`src/rtl/kb_input_ctrl_if.sv`:
```
// CPU-side bus of the PS/2 keyboard front end: pop/clr strobes in, packed kbin word and irq out.
interface kb_input_ctrl_if;
    logic        pop;
    logic        clr;
    logic [63:0] kbin;
    logic        irq;

    modport master (output pop, output clr, input kbin, input irq);
    modport slave  (input pop, input clr, output kbin, output irq);
endinterface

```
`src/rtl/kb_input_ctrl.sv`:
```
// PS/2 keyboard front end: sync, 11-bit frame deserialiser, scancode FIFO, packed kbin status word.
// Optional break-code filter enabled by defining KB_BREAK_FILTER_EN.
module kb_input_ctrl #(
    parameter int unsigned FIFO_DEPTH     = 8,
    parameter int unsigned SYNC_STAGES    = 2,
    parameter int unsigned TIMEOUT_CYCLES = 50000
) (
    input  logic             clk,
    input  logic             reset,
    input  logic             ps2_clk,
    input  logic             ps2_data,
    kb_input_ctrl_if.slave   bus
);
    localparam int unsigned AW = $clog2(FIFO_DEPTH);
    localparam int unsigned TW = $clog2(TIMEOUT_CYCLES + 1);

    typedef enum logic [1:0] {StIdle, StData, StParity, StStop} state_e;

    // Sync chains reset to the idle-high bus level so release cannot fake a falling edge.
    logic [SYNC_STAGES-1:0] clk_sync_q, data_sync_q;
    logic                   ps2c_prev_q;
    logic                   ps2c, ps2d, fall;

    always_ff @(posedge clk or posedge reset) begin
        if (reset) begin
            clk_sync_q  <= '1;
            data_sync_q <= '1;
            ps2c_prev_q <= 1'b1;
        end else begin
            clk_sync_q  <= {clk_sync_q[SYNC_STAGES-2:0], ps2_clk};
            data_sync_q <= {data_sync_q[SYNC_STAGES-2:0], ps2_data};
            ps2c_prev_q <= ps2c;
        end
    end

    assign ps2c = clk_sync_q[SYNC_STAGES-1];
    assign ps2d = data_sync_q[SYNC_STAGES-1];
    assign fall = ps2c_prev_q & ~ps2c;

    state_e         state_q, state_d;
    logic [2:0]     bit_q, bit_d;
    logic [7:0]     shift_q, shift_d;
    logic           par_q, par_d;
    logic [TW-1:0]  to_cnt_q;
    logic           timeout, frame_good, frame_err;

    assign timeout = (state_q != StIdle) && !fall && (to_cnt_q == TW'(TIMEOUT_CYCLES - 1));

    always_comb begin
        state_d    = state_q;
        bit_d      = bit_q;
        shift_d    = shift_q;
        par_d      = par_q;
        frame_good = 1'b0;
        frame_err  = 1'b0;
        if (timeout) begin
            state_d   = StIdle;
            frame_err = 1'b1;
        end else if (fall) begin
            unique case (state_q)
                StIdle: begin
                    if (!ps2d) begin
                        state_d = StData;
                        bit_d   = 3'd0;
                    end
                end
                StData: begin
                    shift_d = {ps2d, shift_q[7:1]};
                    bit_d   = bit_q + 3'd1;
                    if (bit_q == 3'd7) state_d = StParity;
                end
                StParity: begin
                    par_d   = ps2d;
                    state_d = StStop;
                end
                StStop: begin
                    // Odd parity over data plus parity bit, and a high stop bit.
                    if (ps2d && (^{shift_q, par_q})) frame_good = 1'b1;
                    else                             frame_err  = 1'b1;
                    state_d = StIdle;
                end
                default: state_d = StIdle;
            endcase
        end
    end

    always_ff @(posedge clk or posedge reset) begin
        if (reset) begin
            state_q  <= StIdle;
            bit_q    <= '0;
            shift_q  <= '0;
            par_q    <= 1'b0;
            to_cnt_q <= '0;
        end else begin
            state_q <= state_d;
            bit_q   <= bit_d;
            shift_q <= shift_d;
            par_q   <= par_d;
            if (state_q == StIdle || fall || timeout) to_cnt_q <= '0;
            else                                      to_cnt_q <= to_cnt_q + TW'(1);
        end
    end

    logic push;
`ifdef KB_BREAK_FILTER_EN
    // Drop 0xF0 and the byte that follows it so only make codes are queued.
    logic drop_q;
    assign push = frame_good && !drop_q && (shift_q != 8'hF0);

    always_ff @(posedge clk or posedge reset) begin
        if (reset) begin
            drop_q <= 1'b0;
        end else if (frame_good) begin
            drop_q <= drop_q ? 1'b0 : (shift_q == 8'hF0);
        end
    end
`else
    assign push = frame_good;
`endif

    logic [7:0]    mem_q [FIFO_DEPTH];
    logic [AW-1:0] wptr_q, rptr_q;
    logic [4:0]    count_q;
    logic          ovf_q;
    logic [7:0]    err_q;
    logic          empty, full, do_pop, do_push;

    assign empty   = (count_q == 5'd0);
    assign full    = (count_q == 5'(FIFO_DEPTH));
    assign do_pop  = bus.pop && !empty;
    assign do_push = push && (!full || do_pop);

    always_ff @(posedge clk or posedge reset) begin
        if (reset) begin
            for (int i = 0; i < int'(FIFO_DEPTH); i++) mem_q[i] <= '0;
            wptr_q  <= '0;
            rptr_q  <= '0;
            count_q <= '0;
            ovf_q   <= 1'b0;
            err_q   <= '0;
        end else begin
            if (do_push) begin
                mem_q[wptr_q] <= shift_q;
                wptr_q        <= wptr_q + AW'(1);
            end
            if (do_pop) rptr_q <= rptr_q + AW'(1);
            if (do_push && !do_pop)      count_q <= count_q + 5'd1;
            else if (do_pop && !do_push) count_q <= count_q - 5'd1;
            // clr takes priority over a coincident overflow or frame error.
            if (bus.clr)                   ovf_q <= 1'b0;
            else if (push && !do_push)     ovf_q <= 1'b1;
            if (bus.clr)                            err_q <= '0;
            else if (frame_err && err_q != 8'hFF)   err_q <= err_q + 8'd1;
        end
    end

    logic [7:0] head;
    assign head     = empty ? 8'h00 : mem_q[rptr_q];
    assign bus.kbin = {40'd0, err_q, 1'b0, ovf_q, count_q, !empty, head};
    assign bus.irq  = !empty;
endmodule

```
`src/flat_wrapper.sv`:
```
// flat-port wrapper written by rule: the top's interface ports become plain ports
module kb_input_ctrl_flat 
#(
    parameter int unsigned FIFO_DEPTH     = 8,
    parameter int unsigned SYNC_STAGES    = 2,
    parameter int unsigned TIMEOUT_CYCLES = 50000
)
  (clk, reset, ps2_clk, ps2_data, bus_pop, bus_clr, bus_kbin, bus_irq);
  kb_input_ctrl_if bus_i ();
  input  logic clk;
  input  logic reset;
  input  logic ps2_clk;
  input  logic ps2_data;
  input wire logic [$bits(bus_i.pop)-1:0] bus_pop;
  input wire logic [$bits(bus_i.clr)-1:0] bus_clr;
  output wire logic [$bits(bus_i.kbin)-1:0] bus_kbin;
  output wire logic [$bits(bus_i.irq)-1:0] bus_irq;
  assign bus_i.pop = bus_pop;
  assign bus_i.clr = bus_clr;
  assign bus_kbin = bus_i.kbin;
  assign bus_irq = bus_i.irq;
  kb_input_ctrl #(.FIFO_DEPTH(FIFO_DEPTH), .SYNC_STAGES(SYNC_STAGES), .TIMEOUT_CYCLES(TIMEOUT_CYCLES)) u_core (.clk(clk), .reset(reset), .ps2_clk(ps2_clk), .ps2_data(ps2_data), .bus(bus_i));
endmodule
```
`config.mk`:
```
export PLATFORM = sky130hd
export DESIGN_NAME = kb_input_ctrl_flat
export DESIGN_NICKNAME = d
export VERILOG_FILES = /design/src/rtl/kb_input_ctrl_if.sv /design/src/rtl/kb_input_ctrl.sv /design/src/flat_wrapper.sv
export SDC_FILE = /design/constraint.sdc
export NUM_CORES = 1
export LEC_CHECK = 0
export BUFFER_PORTS_ARGS = -buffer_cell sky130_fd_sc_hd__buf_2
export CORE_ASPECT_RATIO = 1.1
export CORE_MARGIN = 2
export CORE_UTILIZATION = 55
export CTS_BUF_LIST = sky130_fd_sc_hd__clkbuf_2 sky130_fd_sc_hd__clkbuf_4 sky130_fd_sc_hd__clkbuf_8
export DETAILED_ROUTE_END_ITERATION = 10
export GPL_TIMING_DRIVEN = 0
export PLACE_DENSITY = 0.79
export REMOVE_ABC_BUFFERS = 1
export SLEW_MARGIN = 30
export SYNTH_ARGS = -nofsm -noshare
export SYNTH_HDL_FRONTEND = slang
export SYNTH_SLANG_ARGS = --single-unit
```
`constraint.sdc`:
```
create_clock -name clk -period 3.3 [get_ports clk]
set_input_delay 0.165 -clock clk [delete_from_list [all_inputs] [get_ports clk]]
set_output_delay 0.165 -clock clk [all_outputs]
set_load 0.01 [all_outputs]
```
# --- After elaboration in Yosys (flattened, before gate mapping) ---
# Cells that the tools add are included.
word_totals:
  register_bits: 119
  latchBits: 0
  mem_bits_rw: 0
  mem_bits_ro: 0
  inputBits: 6
  output_inout_bits: 65
  mem_count: 0
classes:
  addsub: 7
  n_mul: 0
  n_div: 0
  magnitude_cmp: 3
  n_eq_ne: 10
  shift: 0
  n_mux: 29
  bitwise: 5
  reduce_logical: 31
op_table:
  columns: ["operator", "n"]
  rows:
  - ["64-bit bitwise mux", 1]
  - ["8-bit 2-to-1 mux", 6]
  - ["8-bit binary-select mux with 3-bit select", 1]
  - ["8-bit demux with 3-bit select", 1]
  - ["16-bit by 1-bit adder with 16-bit output (second input constant)", 1]
  - ["16-bit == test (second input constant)", 1]
  - ["16-bit 2-to-1 mux", 1]
  - ["2-bit nonzero test", 6]
  - ["1-bit logical AND", 10]
  - ["1-bit 2-to-1 mux", 10]
  - ["5-bit 2-to-1 mux", 2]
  - ["3-bit by 1-bit adder with 3-bit output (second input constant)", 3]
  - ["3-bit AND reduction", 3]
  - ["9-bit parity", 1]
  - ["8-bit by 1-bit adder with 8-bit output (second input constant)", 1]
  - ["4-bit >= comparator (second input constant)", 2]
  - ["2-bit 2-to-1 mux", 4]
  - ["8-bit != test (second input constant)", 1]
  - ["3-bit inverter with 4-bit output", 2]
  - ["2-bit one-hot mux with 4 select lines", 1]
  - ["3-bit one-hot mux with 2 select lines", 1]
  - ["5-bit by 1-bit adder with 5-bit output (second input constant)", 1]
  - ["5-bit by 4-bit == test with 1-bit output (second input constant)", 1]
  - ["1-bit logical NOT", 5]
  - ["other kinds (15)", 19]

# --- Depth between registers and ports, before layout ---
logic_depth:
  ltp_word: 11
  depth_mapped: 12

# --- Worst setup path after synthesis ---
# No wires, ideal clock.
synth_timing:
  path_type: "flip-flop to flip-flop"
  startpoint: "reg u_core.count_q[0]"
  endpoint: "reg u_core.count_q[4]"
  arrival_time_ns: 2.969
  required_time_ns: 3.173
  path_slack_ns: 0.204
  stages_incl_launch_ff: 13
  path_buffers: 0
  path_cell_list: "dfrtp_1 -> or4_1 -> nor2_1 -> inv_1 -> nand2_1 -> ha_1 -> inv_1 -> fa_1 -> a21o_1 -> a21oi_1 -> xnor2_1 -> nor2_1 -> xor2_1"
synth_between:
  elab_chain_len: 8
  word_cells_on_any_way: 16
synth_rtl:
  columns: ["element", "line", "rtl"]
  rows:
  - ["from (decl)", "kb_input_ctrl.sv:123", "logic [4:0] count_q;"]
  - ["from (signal assigned)", "kb_input_ctrl.sv:147", "if (do_push && !do_pop) count_q <= count_q + 5'd1;"]
  - ["from (signal assigned)", "kb_input_ctrl.sv:148", "else if (do_pop && !do_push) count_q <= count_q - 5'd1;"]
  - ["5-bit logical NOT *", "kb_input_ctrl.sv:128", "assign empty = (count_q == 5'd0);"]
  - ["1-bit logical NOT *", null, null]
  - ["via bus_irq", "flat_wrapper.sv:17", "output wire logic [$bits(bus_i.irq)-1:0] bus_irq;"]
  - ["1-bit logical AND *", "kb_input_ctrl.sv:130", "assign do_pop = bus.pop && !empty;"]
  - ["1-bit logical OR", "kb_input_ctrl.sv:131", "assign do_push = push && (!full || do_pop);"]
  - ["1-bit logical AND", "kb_input_ctrl.sv:131", null]
  - ["1-bit logical NOT", "kb_input_ctrl.sv:148", null]
  - ["1-bit logical AND", "kb_input_ctrl.sv:148", null]
  - ["2-bit nonzero test (no source line)", null, null]
# Mark *: on every way through the listed nets, which the timed path passes. The rest lies on a longest branch. The select of a mux whose other input is x is not followed.
# A chain may end at the register's enable or synchronous reset.

# --- Final worst setup path ---
layout_timing:
  startpoint: "reg u_core.shift_q[3]"
  endpoint: "reg u_core.count_q[4]"
layout_between:
  elab_chain_len: 10
  word_cells_on_any_way: 12
layout_rtl:
  columns: ["element", "line", "rtl"]
  rows:
  - ["from (decl)", "kb_input_ctrl.sv:42", "logic [7:0] shift_q, shift_d;"]
  - ["from (signal assigned)", "kb_input_ctrl.sv:97", "shift_q <= shift_d;"]
  - ["9-bit parity *", "kb_input_ctrl.sv:78", "if (ps2d && (^{shift_q, par_q})) frame_good = 1'b1;"]
  - ["1-bit logical AND *", "kb_input_ctrl.sv:78", null]
  - ["1-bit 2-to-1 mux *", "kb_input_ctrl.sv:78", null]
  - ["1-bit 2-to-1 mux *", "kb_input_ctrl.sv:60", "unique case (state_q)"]
  - ["1-bit 2-to-1 mux *", "kb_input_ctrl.sv:59", "end else if (fall) begin"]
  - ["1-bit 2-to-1 mux *", "kb_input_ctrl.sv:56", "if (timeout) begin"]
  - ["1-bit logical AND *", "kb_input_ctrl.sv:131", null]
  - ["1-bit logical NOT", "kb_input_ctrl.sv:148", null]
  - ["1-bit logical AND", "kb_input_ctrl.sv:148", null]
  - ["2-bit nonzero test (no source line)", null, null]
# Every way passes the cells marked *; elsewhere a longest branch is shown, timed or not.

==> out/results.tsv <==
stage	metric	value	unit
setup_path	R2R setup slack	0.21	ns
logic_synthesis	post-synth top area share	0.467	
logic_synthesis	simple-gate portion of the synthesized area	0.0960	
min_path	HP Class	in -> reg	
clock_network	TritonCTS clock tree	done	
logic_synthesis	Synth Area in Compound Gates	0.0475	
drt	post-route ant nets	0	
clock_network	clock tree buffer depth	2	
placed_design	dpl cell area	6210	µm²
power	combinational power share	0.229	
logic_synthesis	synth warn	0	
logic_synthesis	count leader, synth	dfrtp_1	
power	Pleak	3.27	nW
placed_design	DP Cell Count	640	
power	switch share	0.315	
power	clock share of power	0.353	
cells_and_area	Area Growth Syn to Fin	11.2	%
timing	Slew Viols, Final	0	
timing	final hold vios	0	
floorplanning	total die area	12000	µm²
floorplanning	Initial Utilization	0.563	
setup_path	CP startpoint	u_core.shift_q[3]$_DFFE_PP0P_	
setup_path	CP endpoint	u_core.count_q[4]$_DFFE_PP0P_	
floorplanning	Die Span X	105	µm
drt	WL final	11.4	mm
cells_and_area	n_diodes	0	
clock_network	CTS clk-pin slew, worst paths	0.07	ns
timing	unrepaired setup endpoints after global routing	false	
timing	Final WS setup	0.209	ns
drt	1st-pass router iterations	4	
cells_and_area	Non-Filler Cell Area, Final	6800	µm²
timing	Slew @ Worst Pin	0.922	ns
drt	routed via count	3708	
timing	period utilization	0.937	
logic_synthesis	top cells by count, synth	dfrtp_1 (114), mux2_2 (76), buf_4 (44)	
power	Internal	3.24	mW
global_routing	largest net degree at the start of global routing	65	
clock_network	Root Driver	clkbuf_8	
logic_synthesis	Post-Synth XOR/XNOR Area	0.0418	
drt	drt drc	0	
logic_synthesis	mux share of post-synthesis cell area	0.216	
clock_network	Num CTS Buffers	17	
global_routing	total gr overflow	0	
floorplanning	# rows	40	
global_routing	via count of the first global-routing pass	3874	
timing	post-route minimum period	3.09	ns
clock_network	latest clock arrival within the worst-skew pair	0.43	ns
logic_synthesis	register area share after synthesis	0.488	
logic_synthesis	Synth area leaders	dfrtp_1 (47%), mux2_2 (14%), mux4_2 (5.9%)	
drt	Iter 0 DRT Violations	155	
placed_design	Place WS	-0.373	ns
logic_synthesis	Async SR Flop Fraction	1.00	
logic_synthesis	mean area per synthesized cell	12.5	µm²
timing	total negative setup slack	0	ns
setup_path	crit end category	register	
setup_path	R2R cell count	11	
placed_design	I/O Buffers	29	
logic_synthesis	post-synthesis adder-cell area fraction	0.0340	
job	maxcap violations	0	
setup_path	r2r startpoint	u_core.shift_q[3]$_DFFE_PP0P_	
clock_network	htree depth	4	
cells_and_area	Layout fillers	821	
cells_and_area	Nets	540	
setup_path	Critical Path RT	3.61	ns
power	Cell Pwr Density	695	nW/µm²
setup_path	crit path DAT	3.40	ns
timing	clk_skew	0.0153	ns
power	P_sw	1.49	mW
global_routing	global-route wire length before repair	19.3	mm
logic_synthesis	Post-synth EDFFs	0	
floorplanning	die height	115	µm
setup_path	Crit Path Max Fanout	11	
floorplanning	IO Pins	71	
power	Seq pwr share	0.418	
logic_synthesis	area leader, netlist	dfrtp_1	
floorplanning	core area	10900	µm²
logic_synthesis	synthesized instance count	490	
timing	Max-slew headroom	0.385	
global_routing	GRT Total Usage	0.206	
placed_design	dpl hpwl	7.23	mm
setup_path	startpoint types	register	
drt	Vias/cell	5.47	
clock_network	clk sink count	119	
logic_synthesis	Netlist cell types	54	
power	Max VDD drop	0.415	mV
drt	routed len/inst	16.8	µm
setup_path	Crit Reg-Reg Endpoint	u_core.count_q[4]$_DFFE_PP0P_	
cells_and_area	layout cells sized above 1	0.347	
status	outcome	complete, no violations	
cells_and_area	Post-Layout Cell Count	678	
timing	Final Setup Violations	0	
logic_synthesis	Yosys reg bits	119	
placed_design	Final GP Congestion	0.822	
logic_synthesis	Synth Flop Type	dfrtp_1	
global_routing	initial antenna violation count	0	
setup_path	critical path type	reg -> reg	
timing	fmax	324	MHz
logic_synthesis	synthesized cell area	6110	µm²
logic_synthesis	combinational family with the most area after synthesis	multiplexers	
final cells by class:
cell class / count / area, µm² / area share
flip-flops and latches: 119 / 2990 / 0.440
multi-input cells: 334 / 2850 / 0.419
clock buffers: 19 / 255 / 0.0376
clock inverters: 13 / 249 / 0.0366
repair buffers: 36 / 225 / 0.0331
well taps: 147 / 184 / 0.0271
inverters: 10 / 45.0 / 0.00663
per-layer routing:
layer | vias up | routed length (µm) | GRT usage
met1 | 1876 | 4970 | 0.258
li1 | 1716 | - | -
met3 | 21 | 422 | 0.0404
met4 | 0 | 223 | 0.0874
met2 | 95 | 5780 | 0.353
met5 | - | 0 | 0
placed cells by master, fill, tap and decap left out, drive strengths merged, types with 11 or more instances in the layout:
| master | netlist | final |
|---|---|---|
| xnor2 | 13 | 13 |
| buf | 51 | 33 |
| nor2 | 30 | 30 |
| xor2 | 11 | 11 |
| dfrtp | 114 | 114 |
| mux2 | 77 | 77 |
| clkbuf | 16 | 19 |
| nand2 | 24 | 24 |
| conb | 1 | 41 |
| mux4 | 16 | 16 |
| inv | 10 | 11 |
| ha | 15 | 15 |
worst min path at each step:
stage | cells past startpoint | startpoint | endpoint | slack [ns]
floorplan | 0 | ps2_clk | u_core.clk_sync_q[0]$_DFF_PP1_ | 0.17
global placement | 1 | ps2_clk | u_core.clk_sync_q[0]$_DFF_PP1_ | 0.27
detailed placement | 2 | reset | u_core.to_cnt_q[11]$_DFF_PP0_ | 0.24
CTS | 2 | bus_clr | u_core.err_q[1]$_DFFE_PP0P_ | 0.01
global route | 2 | bus_clr | u_core.err_q[0]$_DFFE_PP0P_ | 0.04
finish | 2 | bus_clr | u_core.err_q[1]$_DFFE_PP0P_ | 0.03
cells by family after synthesis:
kind of cell,count (synthesis)
flops,119
simple gates,106
mux,102
buf+inv,77
compound gates,43
xor+xnor,26
fa+ha+maj,16
other cells,1
critical path, cell delays in order, from the launching register on:
cell	delay, ns
dfrtp_2	0.49
xor2_1	0.23
xnor3_2	0.53
mux2i_4	0.28
ha_1	0.24
inv_1	0.11
fa_1	0.42
a21o_1	0.18
a21oi_1	0.16
xnor2_1	0.13
nor2_1	0.06
xor2_1	0.14
through the flow:
| stage | utilization | hold slack [ns] | power [mW] |
|---|---|---|---|
| after floorplan | - | 0.169 | 2.66 |
| after global placement | 0.568 | 0.270 | 2.91 |
| after detailed placement | 0.572 | 0.244 | 3.00 |
| after CTS | 0.621 | 0.0139 | 4.68 |
| after global routing | 0.626 | 0.0420 | 4.98 |
| final | 0.626 | 0.0326 | 4.72 |
power groups by stage:
stage / clock network [mW] / logic [mW] / registers (mW)
floorplan: 0 / 0.760 / 1.90
global placement: 0 / 0.930 / 1.98
detailed placement: 0 / 1.00 / 2.00
CTS: 1.68 / 1.02 / 1.98
global route: 1.75 / 1.21 / 2.02
finish: 1.67 / 1.08 / 1.98
sequential cells by signal (all words and copies together) (netlist names), 3 cells and up:
| register | count |
|---|---|
| u_core.mem_q | 64 |
| u_core.bit_q | 3 |
| u_core.err_q | 8 |
| u_core.rptr_q | 3 |
| u_core.count_q | 5 |
| u_core.shift_q | 8 |
| u_core.to_cnt_q | 16 |
| u_core.wptr_q | 3 |
what timing repair did:
action	CTS	global route
hold buffers	3	0
endpoints found under the setup margin	3	12
hold endpoints to repair	60	0
buffers inserted	0	3
gates resized for setup	2	10
pin swaps	0	2
Power figures use the tool's default switching activity.
